--- src/rtl/seq_detector_param_if.sv ---
// Bundled control/data/status signals of seq_detector_param.
// master: the serial bit source / controller side; slave: the detector.
interface seq_detector_param_if #(
  parameter int PATTERN_W   = 8,
  parameter int LEN_W       = 4,
  parameter int MATCH_CNT_W = 8
);
  logic                   en;
  logic                   clear;
  logic                   w_valid;
  logic                   w;
  logic [PATTERN_W-1:0]   pattern;
  logic [LEN_W-1:0]       pat_len;
  logic                   overlap;
  logic                   z;
  logic                   busy;
  logic                   cfg_err;
  logic [MATCH_CNT_W-1:0] match_cnt;

  modport master (
    output en, clear, w_valid, w, pattern, pat_len, overlap,
    input  z, busy, cfg_err, match_cnt
  );

  modport slave (
    input  en, clear, w_valid, w, pattern, pat_len, overlap,
    output z, busy, cfg_err, match_cnt
  );
endinterface

--- src/rtl/seq_detector_param.sv ---
// Parametrised serial sequence detector with a runtime-programmable pattern
// of 1..PATTERN_W bits and overlap / restart-after-match modes. The match
// pulse z is registered and appears the cycle after the completing bit.
// Optional saturating match counter: define SEQDET_MATCH_CNT_EN to build it,
// otherwise match_cnt is tied to zero.
//
//  state     | meaning
//  ----------+-----------------------------------------------------------
//  ST_IDLE   | stopped; waiting for en to latch config and start
//  ST_FILL   | running, fewer than pat_len bits collected since start/match
//  ST_DETECT | running, history full; every accepted bit is a match check
module seq_detector_param #(
  parameter int PATTERN_W   = 8,
  parameter int LEN_W       = 4,
  parameter int MATCH_CNT_W = 8
) (
  input  logic                 clk,
  input  logic                 reset_n,
  seq_detector_param_if.slave  bus
);

  typedef enum logic [1:0] {
    ST_IDLE   = 2'd0,
    ST_FILL   = 2'd1,
    ST_DETECT = 2'd2
  } state_t;

  state_t               state_q, state_d;
  logic [PATTERN_W-1:0] hist_q, hist_d;
  logic [LEN_W-1:0]     fill_q, fill_d;
  logic [PATTERN_W-1:0] pat_q, pat_d;
  logic [LEN_W-1:0]     len_q, len_d;
  logic                 ovl_q, ovl_d;
  logic                 z_q, z_d;
  logic                 cfg_err_q, cfg_err_d;

  logic                 running_w;
  logic                 accept_w;
  logic                 len_legal_w;
  logic [PATTERN_W-1:0] hist_shift_w;
  logic [LEN_W-1:0]     fill_inc_w;
  logic [PATTERN_W-1:0] len_mask_w;
  logic                 match_w;

  assign running_w   = (state_q != ST_IDLE);
  // A bit only counts when running, enabled and not being flushed.
  assign accept_w    = running_w && bus.en && !bus.clear && bus.w_valid;
  assign len_legal_w = (bus.pat_len != '0) && (bus.pat_len <= LEN_W'(PATTERN_W));

  // Shift-in via a cast rather than a slice so PATTERN_W = 1 still elaborates.
  assign hist_shift_w = (hist_q << 1) | PATTERN_W'(bus.w);
  assign fill_inc_w   = (fill_q < len_q) ? (fill_q + LEN_W'(1)) : fill_q;
  // Ones in the low len_q bits; a shift of PATTERN_W yields all ones.
  assign len_mask_w   = ~({PATTERN_W{1'b1}} << len_q);
  assign match_w      = (fill_inc_w == len_q) &&
                        (((hist_shift_w ^ pat_q) & len_mask_w) == '0);

  // State, history, latched configuration and registered outputs.
  always_ff @(posedge clk or negedge reset_n) begin
    if (!reset_n) begin
      state_q   <= ST_IDLE;
      hist_q    <= '0;
      fill_q    <= '0;
      pat_q     <= '0;
      len_q     <= '0;
      ovl_q     <= 1'b0;
      z_q       <= 1'b0;
      cfg_err_q <= 1'b0;
    end else begin
      state_q   <= state_d;
      hist_q    <= hist_d;
      fill_q    <= fill_d;
      pat_q     <= pat_d;
      len_q     <= len_d;
      ovl_q     <= ovl_d;
      z_q       <= z_d;
      cfg_err_q <= cfg_err_d;
    end
  end

  // Next-state, history/fill update, config latch and match pulse.
  always_comb begin
    state_d   = state_q;
    hist_d    = hist_q;
    fill_d    = fill_q;
    pat_d     = pat_q;
    len_d     = len_q;
    ovl_d     = ovl_q;
    cfg_err_d = cfg_err_q;
    z_d       = accept_w && match_w;

    if (bus.clear) begin
      // Flush wins over everything else; a running detector restarts filling.
      hist_d = '0;
      fill_d = '0;
      if (running_w) begin
        state_d = ST_FILL;
      end
    end else begin
      unique case (state_q)
        ST_IDLE: begin
          if (bus.en) begin
            if (len_legal_w) begin
              pat_d   = bus.pattern;
              len_d   = bus.pat_len;
              ovl_d   = bus.overlap;
              hist_d  = '0;
              fill_d  = '0;
              state_d = ST_FILL;
            end else begin
              cfg_err_d = 1'b1;
            end
          end
        end
        ST_FILL, ST_DETECT: begin
          if (accept_w) begin
            hist_d = hist_shift_w;
            if (match_w && !ovl_q) begin
              // Non-overlapping: the next match needs pat_len fresh bits.
              fill_d  = '0;
              state_d = ST_FILL;
            end else begin
              fill_d  = fill_inc_w;
              state_d = (fill_inc_w == len_q) ? ST_DETECT : ST_FILL;
            end
          end
        end
        default: begin
          state_d = ST_IDLE;
        end
      endcase
    end

    // Dropping en stops the detector regardless of anything else this cycle.
    if (!bus.en) begin
      state_d = ST_IDLE;
    end
  end

  assign bus.z       = z_q;
  assign bus.busy    = running_w;
  assign bus.cfg_err = cfg_err_q;

`ifdef SEQDET_MATCH_CNT_EN
  logic [MATCH_CNT_W-1:0] cnt_q;

  // Saturating match counter, advanced on the same edge that raises z.
  always_ff @(posedge clk or negedge reset_n) begin
    if (!reset_n) begin
      cnt_q <= '0;
    end else if (bus.clear) begin
      cnt_q <= '0;
    end else if (z_d && (cnt_q != {MATCH_CNT_W{1'b1}})) begin
      cnt_q <= cnt_q + MATCH_CNT_W'(1);
    end
  end

  assign bus.match_cnt = cnt_q;
`else
  assign bus.match_cnt = {MATCH_CNT_W{1'b0}};
`endif

endmodule

--- src/flat_wrapper.sv ---
// flat-port wrapper written by rule: the top's interface ports become plain ports
module seq_detector_param_flat 
#(
  parameter int PATTERN_W   = 8,
  parameter int LEN_W       = 4,
  parameter int MATCH_CNT_W = 8
)
  (clk, reset_n, bus_en, bus_clear, bus_w_valid, bus_w, bus_pattern, bus_pat_len, bus_overlap, bus_z, bus_busy, bus_cfg_err, bus_match_cnt);
  seq_detector_param_if #(.PATTERN_W(PATTERN_W), .LEN_W(LEN_W), .MATCH_CNT_W(MATCH_CNT_W)) bus_i ();
  input  logic clk;
  input  logic reset_n;
  input wire logic [$bits(bus_i.en)-1:0] bus_en;
  input wire logic [$bits(bus_i.clear)-1:0] bus_clear;
  input wire logic [$bits(bus_i.w_valid)-1:0] bus_w_valid;
  input wire logic [$bits(bus_i.w)-1:0] bus_w;
  input wire logic [$bits(bus_i.pattern)-1:0] bus_pattern;
  input wire logic [$bits(bus_i.pat_len)-1:0] bus_pat_len;
  input wire logic [$bits(bus_i.overlap)-1:0] bus_overlap;
  output wire logic [$bits(bus_i.z)-1:0] bus_z;
  output wire logic [$bits(bus_i.busy)-1:0] bus_busy;
  output wire logic [$bits(bus_i.cfg_err)-1:0] bus_cfg_err;
  output wire logic [$bits(bus_i.match_cnt)-1:0] bus_match_cnt;
  assign bus_i.en = bus_en;
  assign bus_i.clear = bus_clear;
  assign bus_i.w_valid = bus_w_valid;
  assign bus_i.w = bus_w;
  assign bus_i.pattern = bus_pattern;
  assign bus_i.pat_len = bus_pat_len;
  assign bus_i.overlap = bus_overlap;
  assign bus_z = bus_i.z;
  assign bus_busy = bus_i.busy;
  assign bus_cfg_err = bus_i.cfg_err;
  assign bus_match_cnt = bus_i.match_cnt;
  seq_detector_param #(.PATTERN_W(PATTERN_W), .LEN_W(LEN_W), .MATCH_CNT_W(MATCH_CNT_W)) u_core (.clk(clk), .reset_n(reset_n), .bus(bus_i));
endmodule
--- config.mk ---
export PLATFORM = sky130hd
export DESIGN_NAME = seq_detector_param_flat
export DESIGN_NICKNAME = d
export VERILOG_FILES = /design/src/rtl/seq_detector_param_if.sv /design/src/rtl/seq_detector_param.sv /design/src/flat_wrapper.sv
export SDC_FILE = /design/constraint.sdc
export NUM_CORES = 1
export LEC_CHECK = 0
export BUFFER_PORTS_ARGS = -buffer_cell sky130_fd_sc_hd__buf_2
export CORE_MARGIN = 1
export CORE_UTILIZATION = 47
export DETAILED_ROUTE_END_ITERATION = 8
export PLACE_DENSITY = 0.69
export SYNTH_ARGS = -nofsm -noshare
export SYNTH_HDL_FRONTEND = slang
export SYNTH_SLANG_ARGS = --single-unit
export TNS_END_PERCENT = 50
--- constraint.sdc ---
create_clock -name clk -period 4.85 [get_ports clk]
set_input_delay 0.7275 -clock clk [delete_from_list [all_inputs] [get_ports clk]]
set_output_delay 0.7275 -clock clk [all_outputs]
set_load 0.1 [all_outputs]
# Yosys cells after proc, flatten, opt, wreduce, memory -nomap -nowiden
# Index checks and enable logic that the tools add are counted.
dict set report op_classes {
  addsub 1
  n_lt_le_gt_ge 2
  n_eq_ne 9
  shift 1
  muxes 20
  bitwise 6
  reduce_logical 19
}
# op count
set ops {}
lappend ops {{7-bit 2-to-1 mux} 4}
lappend ops {{4-bit 2-to-1 mux} 6}
lappend ops {{2-bit 2-to-1 mux} 7}
lappend ops {{7-bit one-hot mux with 2 select lines} 1}
lappend ops {{4-bit AND reduction} 3}
lappend ops {{3-bit by 2-bit != test with 1-bit output (second input constant)} 3}
lappend ops {{8-bit AND} 1}
lappend ops {{8-bit zero test} 1}
lappend ops {{4-bit by 3-bit != test with 1-bit output (second input constant)} 2}
lappend ops {{8-bit inverter} 1}
lappend ops {{8-bit by 1-bit OR with 8-bit output} 1}
lappend ops {{4-bit one-hot mux with 2 select lines} 1}
lappend ops {{8-bit by 4-bit << shifter with 8-bit output (first input constant)} 1}
lappend ops {{8-bit bitwise XOR} 1}
lappend ops {{1-bit logical AND} 7}
lappend ops {{4-bit by 1-bit adder with 4-bit output (second input constant)} 1}
lappend ops {{4-bit equality test} 1}
lappend ops {{4-bit less-or-equal comparator (second input constant)} 1}
lappend ops {{4-bit < comparator} 1}
lappend ops {{2-bit one-hot mux with 2 select lines} 1}
lappend ops {{4-bit nonzero test} 1}
lappend ops {{3-bit != test (second input constant)} 1}
lappend ops {{3-bit AND reduction} 1}
lappend ops {{3-bit nonzero test} 1}
lappend ops {{other kinds (7)} 9}
dict set report word_totals {
  ff_bits 28
  in_bits 19
  output_inout_bits 11
  word_cells 66
}

# Depth between registers and ports, before layout
# Gate-level depths: netlist (run 1).
dict set report logic_depth {
  depth_word 11
  mapped_depth 9
  depth_no_buf 9
}

# Worst setup path after synthesis (run 1)
# No wires, ideal clock.
dict set report synth_path {
  path_kind {input-to-reg}
  startpoint {in bus_pat_len[1]}
  endpoint {reg u_core.len_q[0]}
  setup_time_ns 0.125
  arrival_time_ns 2.216
  t_required_ns 4.725
  setup_slack_ns 2.510
  stages 5
  path_buffers 1
  path_cell_list {nor3_1 xor2_1 nor2_1 clkbuf_1 mux2_2}
}
dict set report synth_between {
  elab_chain_cells 3
  elab_cells_between_ends 4
  classes_between {order compare: 1; reduce/logical: 3}
}
# item line
set synth_lines {}
lappend synth_lines {{start, declared} flat_wrapper.sv:17} ;# input wire logic [$bits(bus_i.pat_len)-1:0] bus_pat_len;
lappend synth_lines {{4-bit less-or-equal comparator or 4-bit nonzero test (tied branches)} seq_detector_param.sv:48} ;# assign len_legal_w = (bus.pat_len != '0) && (bus.pat_len <= LEN_W'(PATTERN_W));
lappend synth_lines {{1-bit logical AND (*)} seq_detector_param.sv:48}
lappend synth_lines {{4-bit AND reduction (no source line) (*)} --}
lappend synth_lines {{end signal, assigned} seq_detector_param.sv:74} ;# len_q <= len_d;
lappend synth_lines {{end, declared} seq_detector_param.sv:32} ;# logic [LEN_W-1:0] len_q, len_d;
# Every way passes the cells marked *; elsewhere a longest branch is shown, timed or not.
# A chain may end at the register's enable or synchronous reset.

# Worst setup path in the final report (run 1)
dict set report layout_path {
  startpoint {reg u_core.len_q[1]}
  endpoint {reg u_core.fill_q[1]}
}
dict set report layout_between {
  elab_chain_cells 10
  elab_cells_between_ends 13
  classes_between {order compare: 1; eq/ne: 1; shift: 1; mux: 5; bitwise: 2; reduce/logical: 3}
}
# item line
set layout_lines {}
lappend layout_lines {{8-bit by 4-bit << shifter with 8-bit output} seq_detector_param.sv:54} ;# assign len_mask_w = ~({PATTERN_W{1'b1}} << len_q);
lappend layout_lines {{8-bit inverter} seq_detector_param.sv:54}
lappend layout_lines {{8-bit AND} seq_detector_param.sv:56} ;# (((hist_shift_w ^ pat_q) & len_mask_w) == '0);
lappend layout_lines {{8-bit zero test} seq_detector_param.sv:56}
lappend layout_lines {{1-bit logical AND} seq_detector_param.sv:55} ;# assign match_w = (fill_inc_w == len_q) &&
lappend layout_lines {{1-bit logical AND} seq_detector_param.sv:118} ;# if (match_w && !ovl_q) begin
lappend layout_lines {{4-bit 2-to-1 mux (*)} seq_detector_param.sv:118}
lappend layout_lines {{4-bit 2-to-1 mux (*)} seq_detector_param.sv:116} ;# if (accept_w) begin
lappend layout_lines {{4-bit one-hot mux with 2 select lines (*)} seq_detector_param.sv:100} ;# unique case (state_q)
lappend layout_lines {{4-bit 2-to-1 mux (*)} seq_detector_param.sv:92} ;# if (bus.clear) begin
lappend layout_lines {{end signal, assigned} seq_detector_param.sv:72} ;# fill_q <= fill_d;
lappend layout_lines {{end, declared} seq_detector_param.sv:30} ;# logic [LEN_W-1:0] fill_q, fill_d;
# Every way passes the cells marked *; elsewhere a longest branch is shown, timed or not. The select of a mux whose other input is x is not followed.

==> out/qor.yml, run 1 <==
status: "finished, final reports clean"
die_width_um: 62.4
chipHeight_um: 62.4
clock_power_share: 0.131
power_switching_uw: 380
clock_tree_from_tritoncts: "done"
synthesis.area_mm2: 0.00171
pwr-share-seq: 0.395
peakVddDrop_mv: 0.216
max_frequency_mhz: 391
number_of_global_route_vias_before_repair: 1324
sequential_cell_area_um2: 701
regToRegStartpoint: "u_core.len_q[1]"
grt_pass1_wl_um: 6110
post_route_cells_drive_above_1_share: 0.222
num_antenna_cells: 0
avgSynthCellArea_um2: 9.68
r2r.worst_path.cells: 8
grt.total_usage: 0.197
drt-vias-per-instance: 5.46
layout.filler_cells: 316
crit_path_end_kind: "flip-flop"
final.min_clock_period_ns: 2.56
crit_path_max_fo: 6
rsz_0062_raised_after_global_routing: "no"
setup_viol: 0
clk_latency_ns: 0.33
floorplan.die_area_mm2: 0.00389
layout_worst_path_cycle_share: 0.528
synth-compound-area-share: 0.182
cts_buffer_count: 3
critPathKind: "reg2reg"
cts.sink_count: 28
worstPathRequired_ns: 5.09
io_pins: 30
number_of_hold_slack_violations_in_the_final_timing_report: 0
most-common-layout-cells: "dfrtp_1 (28), nand2_1 (25), buf_2 (21)"
cts_max_level: 1
drt_iter0_drc: 36
synth.area.mux_share: 0.0715
critical_path.endpoint: "u_core.fill_q[1]"
antenna_violations_before_repair: 0
most_common_cell_after_layout_fill_and_taps_aside: "dfrtp_1"
hpwlAfterDp_um: 2650
totalNegativeSetupSlack_ns: 0
worstMarginPinSlew_ns: 1.07
cts.path.max_buffers: 2
fp.coreArea_mm2: 0.00342
postCtsHoldBufs: 0
capture_instance_of_the_worst_register_to_register_path: "u_core.fill_q[1]"
max_cap_viol_count: 0
p_per_area_mw_per_mm2: 475
grt_overflow: 0
synth-seq-cells: 28
detail_route.first_pass.iterations: 4
path_clk_slew_ns: 0.15
route.detailed.drc: 0
synthAdderAreaFrac: 0.0438
netSwitchingFraction: 0.428
area_delta_synth_final_pct: 8.98
startpoint_type: "flip-flop"
worst-r2r-setup-slack_ns: 2.29
slew_violations: 0
cell_internal_power_dissipation_uw: 507
synth_top_family_by_area: "compound AO/OA/AOI/OAI gates"
drt_wl_total_um: 3430
floorplan.initialDensity: 0.502
critical_path_arrival_ns: 2.80
relSlewSlack: 0.286
combinationalPowerShare: 0.474
placement_rows: 21
vias: 1333
synthXorXnorAreaFrac: 0.0715
share_of_async_settable_or_async_resettable_flops_after_synthesis: 1.00
port_buffers: 21
drt-wirelength-per-cell_um: 14.1
post_cts.repair.setup_buffers: 0
timing.hold.worst.class: "in2async"
static-leakage-power_uw: 0.000832
root_buffer: "clkbuf_4"
startpoint: "u_core.len_q[1]"
yosys.area_share.simple: 0.161
synth_warnings: 0
ant_nets: 0
dominantRegCellSynth: "dfrtp_1"
cts.repair.resized: 0
fin_worst_skew_ns: 0.00321
netlist_instances: 177
multi_input_combinational_cell_area_um2: 938
post_synth_edffs: 0
seq_area_frac_synth: 0.409
report.power.total_uw: 887
pin_count_of_the_biggest_net_entering_global_routing: 29
synth_cell_types: 45
finish.net_count: 224
routabilityCongestion: 0.958
[power groups by stage]
stage	Combinational, µW	Sequential, µW	Clock, µW
after global routing	462	360	128
after detailed placement	420	356	0
final	420	350	116
after floorplan	349	341	0
after global placement	407	352	0
after CTS	423	351	120
[worst max-delay path, stage by stage, from the launching register on]
cell	delay (ns)
dfrtp_1	0.48
inv_1	0.13
ha_1	0.34
a2111oi_4	0.45
nor4b_1	0.13
nor3b_2	0.31
a31oi_2	0.17
nor2b_4	0.17
a32o_1	0.29
[how the worst min path moves through the flow]
stage	cells after the start	slack (ns)	end
after global routing	1	0.43	u_core.fill_q[0]
after floorplan	0	0.43	u_core.bus.cfg_err
after detailed placement	1	0.46	u_core.bus.cfg_err
final	1	0.39	u_core.len_q[1]
after CTS	1	0.41	u_core.len_q[1]
after global placement	1	0.46	u_core.bus.cfg_err
[registers in the layout, summed over array words and instances (netlist names)]
name	flops
u_core.pat_q	8
u_core.hist_q	7
u_core.fill_q	4
u_core.len_q	4
u_core.state_q	2
u_core.bus.cfg_err	1
u_core.bus.z	1
u_core.ovl_q	1
[cells by family (layout without fill, tap and decap cells)]
family | count (synthesis) | after routing
simple gates | 56 | 56
compound gates | 42 | 42
flops | 28 | 28
buf+inv | 19 | 33
xor+xnor | 14 | 14
mux | 11 | 11
fa+ha+maj | 6 | 6
other cells | 1 | 8
[synthesized netlist by cell type, types with 2 or more instances]
cell | count | share of area
buf_4 | 8 | 0.035
nor3_1 | 3 | 0.0088
xnor2_1 | 5 | 0.026
nand2_1 | 25 | 0.055
ha_1 | 6 | 0.044
o21ai_0 | 15 | 0.044
xor2_1 | 9 | 0.046
a2111oi_0 | 2 | 0.010
nand4_1 | 2 | 0.0073
clkbuf_1 | 2 | 0.0044
a211oi_1 | 2 | 0.0088
nand2b_1 | 3 | 0.011
a22o_1 | 3 | 0.015
dfrtp_1 | 28 | 0.41
mux2_2 | 10 | 0.066
a21oi_1 | 4 | 0.012
nor2_1 | 11 | 0.024
inv_1 | 8 | 0.018
a21o_1 | 3 | 0.013
nor2b_1 | 3 | 0.011
[routing by layer]
layer	global-route usage	up-vias	wire length, µm
li1	-	653	-
met1	0.249	646	1590
met2	0.343	28	1680
met3	0.0201	6	90
met4	0.0814	0	63
met5	0	-	0
[per-stage QoR]
| step | utilization | hold WS (ns) | instance area, µm² | std cells | setup slack, ns |
|---|---|---|---|---|---|
| after floorplan | - | 0.432 | 1740 | 184 | 2.51 |
| after global placement | 0.536 | 0.458 | 1830 | 240 | 2.07 |
| after detailed placement | 0.536 | 0.464 | 1830 | 240 | 2.00 |
| after CTS | 0.547 | 0.410 | 1870 | 244 | 2.29 |
| after global routing | 0.547 | 0.426 | 1870 | 244 | 2.10 |
| final | 0.547 | 0.385 | 1870 | 244 | 2.29 |
[layout make-up]
class | count | share of cell area
sequential | 28 | 0.375
multi-input combinational | 137 | 0.502
inverter | 8 | 0.0161
tap | 46 | 0.0308
timing repair buffer | 21 | 0.0563
clock buffer | 4 | 0.0194
Note: power is estimated with default switching activity, not from simulation.
==> inputs of run 2 (changes only) <==
Settings changed: ABC_AREA set to 1, PLACE_DENSITY 0.69 to 0.71.
Clock period 4.85 ns to 2.2 ns, I/O delays scaled along.
==> run 2 against run 1 <==
Global-route usage grew 0.12 points. Register-to-register slack lost 2.1 ns. Non-clock buffer count grew 7. Highest routed layer unchanged. Largest power group unchanged. Hold slack worse by 0.33 ns. Final cell count increased by 24%. Largest cell class unchanged.
==> out/qor.yml, run 2 <==
status: "finished, final reports clean"
timing.hold.worst.class: "in2async"
path_clk_slew_ns: 0.10
final.min_clock_period_ns: 2.04
floorplan.initialDensity: 0.490
grt.total_usage: 0.198
cts.path.max_buffers: 2
ant_nets: 0
finish.net_count: 280
detail_route.first_pass.iterations: 4
peakVddDrop_mv: 0.585
most_common_cell_after_layout_fill_and_taps_aside: "nand2_1"
netlist_instances: 226
cts.sink_count: 28
finished_cell_area_mm2: 0.00204
clk_latency_ns: 0.28
placement_rows: 22
utilization: 0.558
p_per_area_mw_per_mm2: 1200
synth-seq-cells: 28
crit_path_end_kind: "flip-flop"
dominantRegCellSynth: "dfrtp_1"
cts_max_level: 1
post_synth_edffs: 0
share_of_async_settable_or_async_resettable_flops_after_synthesis: 1.00
totalNegativeSetupSlack_ns: 0
max_frequency_mhz: 491
postCtsHoldBufs: 0
avgSynthCellArea_um2: 7.94
routabilityCongestion: 0.845
area_delta_synth_final_pct: 13.9
antenna_violations_before_repair: 0
yosysMostFrequentCell: "nand2_1"
critical_path_arrival_ns: 2.22
slew_violations: 0
number_of_hold_slack_violations_in_the_final_timing_report: 0
synthesis.area_mm2: 0.00179
drt-wirelength-per-cell_um: 11.9
grt_overflow: 0
hpwlAfterDp_um: 2700
largest_register_ffs: 8
critPathKind: "reg2reg"
dpl_cell_area_mm2: 0.00195
startpoint_type: "flip-flop"
fp.coreArea_mm2: 0.00366
fin_worst_skew_ns: 0.00282
number_of_global_route_vias_before_repair: 1462
vias: 1521
grt_pass1_wl_um: 6220
static-leakage-power_uw: 0.00107
synth_cell_types: 31
top_regs: "u_core.pat_q (8), u_core.hist_q (7)"
cts_buffer_count: 3
worstMarginPinSlew_ns: 0.622
seq_area_frac_synth: 0.391
die_width_um: 63.8
layout_worst_path_cycle_share: 0.926
port_buffers: 21
io_pins: 30
post-synth-top-area-cell: "dfrtp_1"
crit_path_max_fo: 6
synth_top_cells_by_area: "dfrtp_1 (39%), nand2_1 (12%), nand3_1 (5.9%)"
drt-vias-per-instance: 5.04
yosysTopAreaCellShare: 0.391
setup_viol: 0
relSlewSlack: 0.585
drt_iter0_drc: 106
root_buffer: "clkbuf_8"
synth_warnings: 0
post_route_cells_drive_above_1_share: 0.228
chipHeight_um: 63.8
worstPathRequired_ns: 2.38
num_antenna_cells: 0
netlist_top_cells_count: "nand2_1 (59), dfrtp_1 (28), inv_1 (25)"
pin_count_of_the_biggest_net_entering_global_routing: 29
max_cap_viol_count: 0
regMostFlops: "u_core.pat_q"
floorplan.die_area_mm2: 0.00407
clock_tree_from_tritoncts: "done"
route.detailed.drc: 0
report.power.total_uw: 2450
most-common-layout-cells: "nand2_1 (59), dfrtp_1 (28), inv_1 (23)"
drt_wl_total_um: 3580
[run 2: cells by family (layout without fill, tap and decap cells)]
kind of cell	after synthesis	in the layout	share of synthesized area
AND/OR/NAND/NOR	111	111	0.293
other	1	8	0.00209
multiplexers	8	8	0.0502
XOR/XNOR	8	8	0.0391
AO/OA/AOI/OAI	27	27	0.0879
buffers and inverters	37	58	0.0955
flip-flops	28	28	0.391
adder cells (fa/ha/maj)	6	6	0.0418
[run 2: repair_timing]
item	CTS	global route
gates resized for setup	0	4
endpoints found under the setup margin	0	6
buffers inserted	0	2
[run 2: cell type report]
cell class	count	area, µm²
Clock buffer	3	41.3
Clock inverter	1	30.0
Tap cell	48	60.1
Inverter	26	97.6
Sequential cell	28	701
Multi-Input combinational cell	168	956
Timing Repair Buffer	28	158
Fill cell	358	1620
[run 2: through the flow]
stage          setup WS, ns  hold WS, ns  instances
6_report              0.164       0.0545        302
5_1_grt            -0.00815        0.113        302
4_1_cts              0.0442       0.0713        300
3_5_place_dp         0.0706        0.379        296
3_3_place_gp          0.161        0.382        296
2_1_floorplan        0.0547       0.0344        233
[run 2: metal layers]
layer	part of all wire	track usage	vias to the layer above
met5	0	0	-
li1	-	-	775
met2	0.50	0.336	51
met4	0.016	0.0909	0
met1	0.44	0.251	689
met3	0.048	0.0214	6
[run 2: final timing paths]
| check | startpoint | to | slack [ns] | depth (start not counted) |
|---|---|---|---|---|
| min in group clk | bus_pattern[6] | u_core.pat_q[6] | 0.27 | 2 |
| min reg2reg | u_core.bus.cfg_err | u_core.bus.cfg_err | 0.48 | 2 |
| max | u_core.len_q[3] | u_core.state_q[0] | 0.16 | 15 |
| max in group asynchronous | reset_n | u_core.len_q[0] | 1.74 | 1 |
| max reg2reg | u_core.len_q[3] | u_core.state_q[0] | 0.16 | 15 |
| min | reset_n | u_core.pat_q[3] | 0.05 | 1 |
[run 2: critical path, cell delays in order (launching register included)]
cell      delay (ns)
dfrtp_1         0.41
inv_2           0.08
ha_1            0.31
a21o_1          0.22
inv_2           0.11
nand2_4         0.07
nand2_1         0.08
nand2_1         0.08
nand2_1         0.07
nand2_2         0.06
nor2_4          0.12
o211ai_2        0.10
nand2_1         0.08
nand2_1         0.05
nand2_1         0.05
nand2_1         0.04
[run 2: power by group]
| group | switching (µW) | internal, µW | leakage [µW] | total [µW] |
|---|---|---|---|---|
| combinational | 805 | 449 | 0.000673 | 1250 |
| sequential | 127 | 660 | 0.000357 | 786 |
| clock | 166 | 244 | 0.0000357 | 410 |
| total | 1100 | 1350 | 0.00107 | 2450 |
==> inputs of run 3 (changes only) <==
Settings changed: ABC_AREA 1 to unset, PLACE_DENSITY 0.71 to 0.72.
==> run 3 against run 2 <==
The run now ends with hold timing, setup timing left. Via count down 7.6%. Register-to-register slack worse by 0.23 ns. Sequential share of layout area down 0.90 points. Combinational power about the same. Largest cell class unchanged. Hold slack worse by 0.075 ns. Clock skew up 0.0084 ns. Critical endpoint is now u_core.bus.z. Wire length up 7.0%. Utilization up 5.6 points. Final cell count down 13%.
==> out/qor.yml, run 3 (same netlist as run 1, synthesis figures left out) <==
slowest_stage: "dfrtp_1"
worstPathRequired_ns: 2.49
totalNegativeSetupSlack_ns: -0.111
regToRegStartpoint: "u_core.len_q[2]"
violations_in_the_final_reports: "hold timing, setup timing"
crit_path_max_fo: 6
layout.filler_cells: 304
top_regs: "u_core.pat_q (8), u_core.hist_q (7)"
cp_common_cell: "buf_4"
p_per_area_mw_per_mm2: 1130
place_inst: 255
rsz_0062_raised_after_global_routing: "yes"
fp.coreArea_mm2: 0.00342
power_switching_uw: 982
cts.sink_count: 28
floorplan.initialDensity: 0.502
layoutNonFillerInstCount: 262
combinationalPowerShare: 0.540
pre_cts_ws_ns: -0.109
placement_rows: 21
die_width_um: 62.4
status: "finished, violations left"
clk_latency_ns: 0.33
num_antenna_cells: 0
timing.critical_path.cells: "inv_2 -> ha_2 -> o21a_1 -> nor2_1 -> buf_4 -> nor4b_2 -> nor3b_2 -> buf_4 -> nand3_1 -> a2111oi_1 -> buf_4"
pwr-share-seq: 0.315
hpwlAfterDp_um: 2860
number_of_hold_slack_violations_in_the_final_timing_report: 20
layout_worst_path_cycle_share: 1.03
path_clk_slew_ns: 0.16
drt-wirelength-per-cell_um: 14.6
sequential_cell_area_um2: 701
route.detailed.drc: 0
netSwitchingFraction: 0.414
cpPeakStageDelay_ns: 0.45
drt_iter0_drc: 44
max_frequency_mhz: 441
regMostFlops: "u_core.pat_q"
finish.net_count: 242
most-common-layout-cells: "dfrtp_1 (28), nand2_1 (24), buf_2 (21)"
vias: 1406
critPathKind: "reg2reg"
postCtsHoldBufs: 0
critical_path_arrival_ns: 2.56
cts_max_level: 1
worst-r2r-setup-slack_ns: -0.07
clock_tree_from_tritoncts: "done"
final.hold.worst_slack_ns: -0.0208
io_pins: 30
worstMarginPinSlew_ns: 0.619
max_cap_viol_count: 0
port_buffers: 21
pin_count_of_the_biggest_net_entering_global_routing: 29
fin_worst_skew_ns: 0.0112
multi_input_combinational_cell_area_mm2: 0.00101
drt-vias-per-instance: 5.37
crit_path_end_kind: "flip-flop"
timing.hold.worst.class: "in2async"
cell_internal_power_dissipation_uw: 1390
floorplan.die_area_mm2: 0.00389
detail_route.first_pass.iterations: 4
chipHeight_um: 62.4
final.min_clock_period_ns: 2.27
antenna_violations_before_repair: 0
cts_buffer_count: 3
most_common_cell_after_layout_fill_and_taps_aside: "dfrtp_1"
relSlewSlack: 0.587
post_route_cells_drive_above_1_share: 0.347
root_buffer: "clkbuf_4"
setup_viol: 2
grt.total_usage: 0.218
number_of_global_route_vias_before_repair: 1483
cts.path.max_buffers: 2
drt_wl_total_um: 3830
static-leakage-power_uw: 0.000931
area_delta_synth_final_pct: 22.4
routabilityCongestion: 0.893
setup_ws_ns: -0.0698
grt_pass1_wl_um: 6810
capture_instance_of_the_worst_register_to_register_path: "u_core.bus.z"
clock_power_share: 0.145
startpoint_type: "flip-flop"
grt_overflow: 0
largest_register_ffs: 8
ant_nets: 0
r2r.worst_path.cells: 11
slew_violations: 0
peakVddDrop_mv: 0.583
-- run 3: changes by cell type in the layout (fill, tap and decap cells not counted), sizes merged, moves of 3 or more --
| cell | previous run | this run |
|---|---|---|
| nor2b | 0 | 4 |
| o211ai | 3 | 0 |
| nand2 | 65 | 25 |
| nand2b | 0 | 4 |
| nand3 | 24 | 1 |
| inv | 26 | 7 |
| nand4 | 5 | 2 |
| a211oi | 0 | 3 |
| buf | 28 | 39 |
| nor2 | 15 | 11 |
| a22o | 0 | 3 |
| xnor2 | 1 | 5 |
| a2111oi | 0 | 3 |
-- run 3: power by group through the flow --
stage	Clock, µW	Sequential [µW]	Combinational, µW
6_report	344	746	1280
5_1_grt	361	762	1380
4_1_cts	348	733	1240
3_5_place_dp	0	747	1130
3_3_place_gp	0	740	1090
2_1_floorplan	0	755	814
-- run 3: cell type report --
| class | instances | share of cell area |
|---|---|---|
| inverter | 8 | 0.0161 |
| tap | 46 | 0.0274 |
| timing repair buffer | 39 | 0.114 |
| clock buffer | 3 | 0.0107 |
| sequential | 28 | 0.334 |
| clock inverter | 1 | 0.0143 |
| multi-input combinational | 137 | 0.483 |
-- run 3: worst max-delay path: cells and delay by family (launching register included) --
kind	cells	cell delay (ns)
AO/OA/AOI/OAI	2	0.54
adder cells (fa/ha/maj)	1	0.26
buffers and inverters	4	0.58
flip-flops	1	0.45
AND/OR/NAND/NOR	4	0.41
-- run 3: routing by layer --
metal | global-route usage | part of all wire | vias up | wire [µm]
met5 | 0 | 0 | - | 0
met4 | 0.0756 | 0.021 | 0 | 79
met3 | 0.0219 | 0.035 | 8 | 135
met2 | 0.376 | 0.48 | 38 | 1830
met1 | 0.285 | 0.47 | 679 | 1790
li1 | - | - | 681 | -
-- run 3: timing repair --
item | 4_1_cts | 5_1_grt
endpoints found under the setup margin | 6 | 7
pin swaps | 3 | 1
setup buffers | 3 | 0
gates resized for setup | 6 | 5
-- run 3: stage by stage --
stage	hold WS, ns	power [µW]	area [µm²]	util
after floorplan	0.0344	1570	1780	-
after global placement	0.378	1830	1980	0.580
after detailed placement	0.382	1880	1980	0.580
after CTS	0.00402	2320	2080	0.608
after global routing	0.0309	2500	2100	0.614
final	-0.0208	2370	2100	0.614
-- run 3: worst max path at each step --
stage / from / slack, ns / depth (start not counted) / end
4_1_cts: u_core.len_q[2] / -0.04 / 10 / u_core.fill_q[1]
2_1_floorplan: u_core.state_q[0] / -0.01 / 8 / u_core.hist_q[3]
3_3_place_gp: u_core.len_q[1] / -0.03 / 8 / u_core.fill_q[1]
5_1_grt: u_core.len_q[3] / -0.14 / 11 / u_core.fill_q[1]
6_report: u_core.len_q[2] / -0.07 / 11 / u_core.bus.z
3_5_place_dp: u_core.len_q[3] / -0.11 / 10 / u_core.fill_q[1]
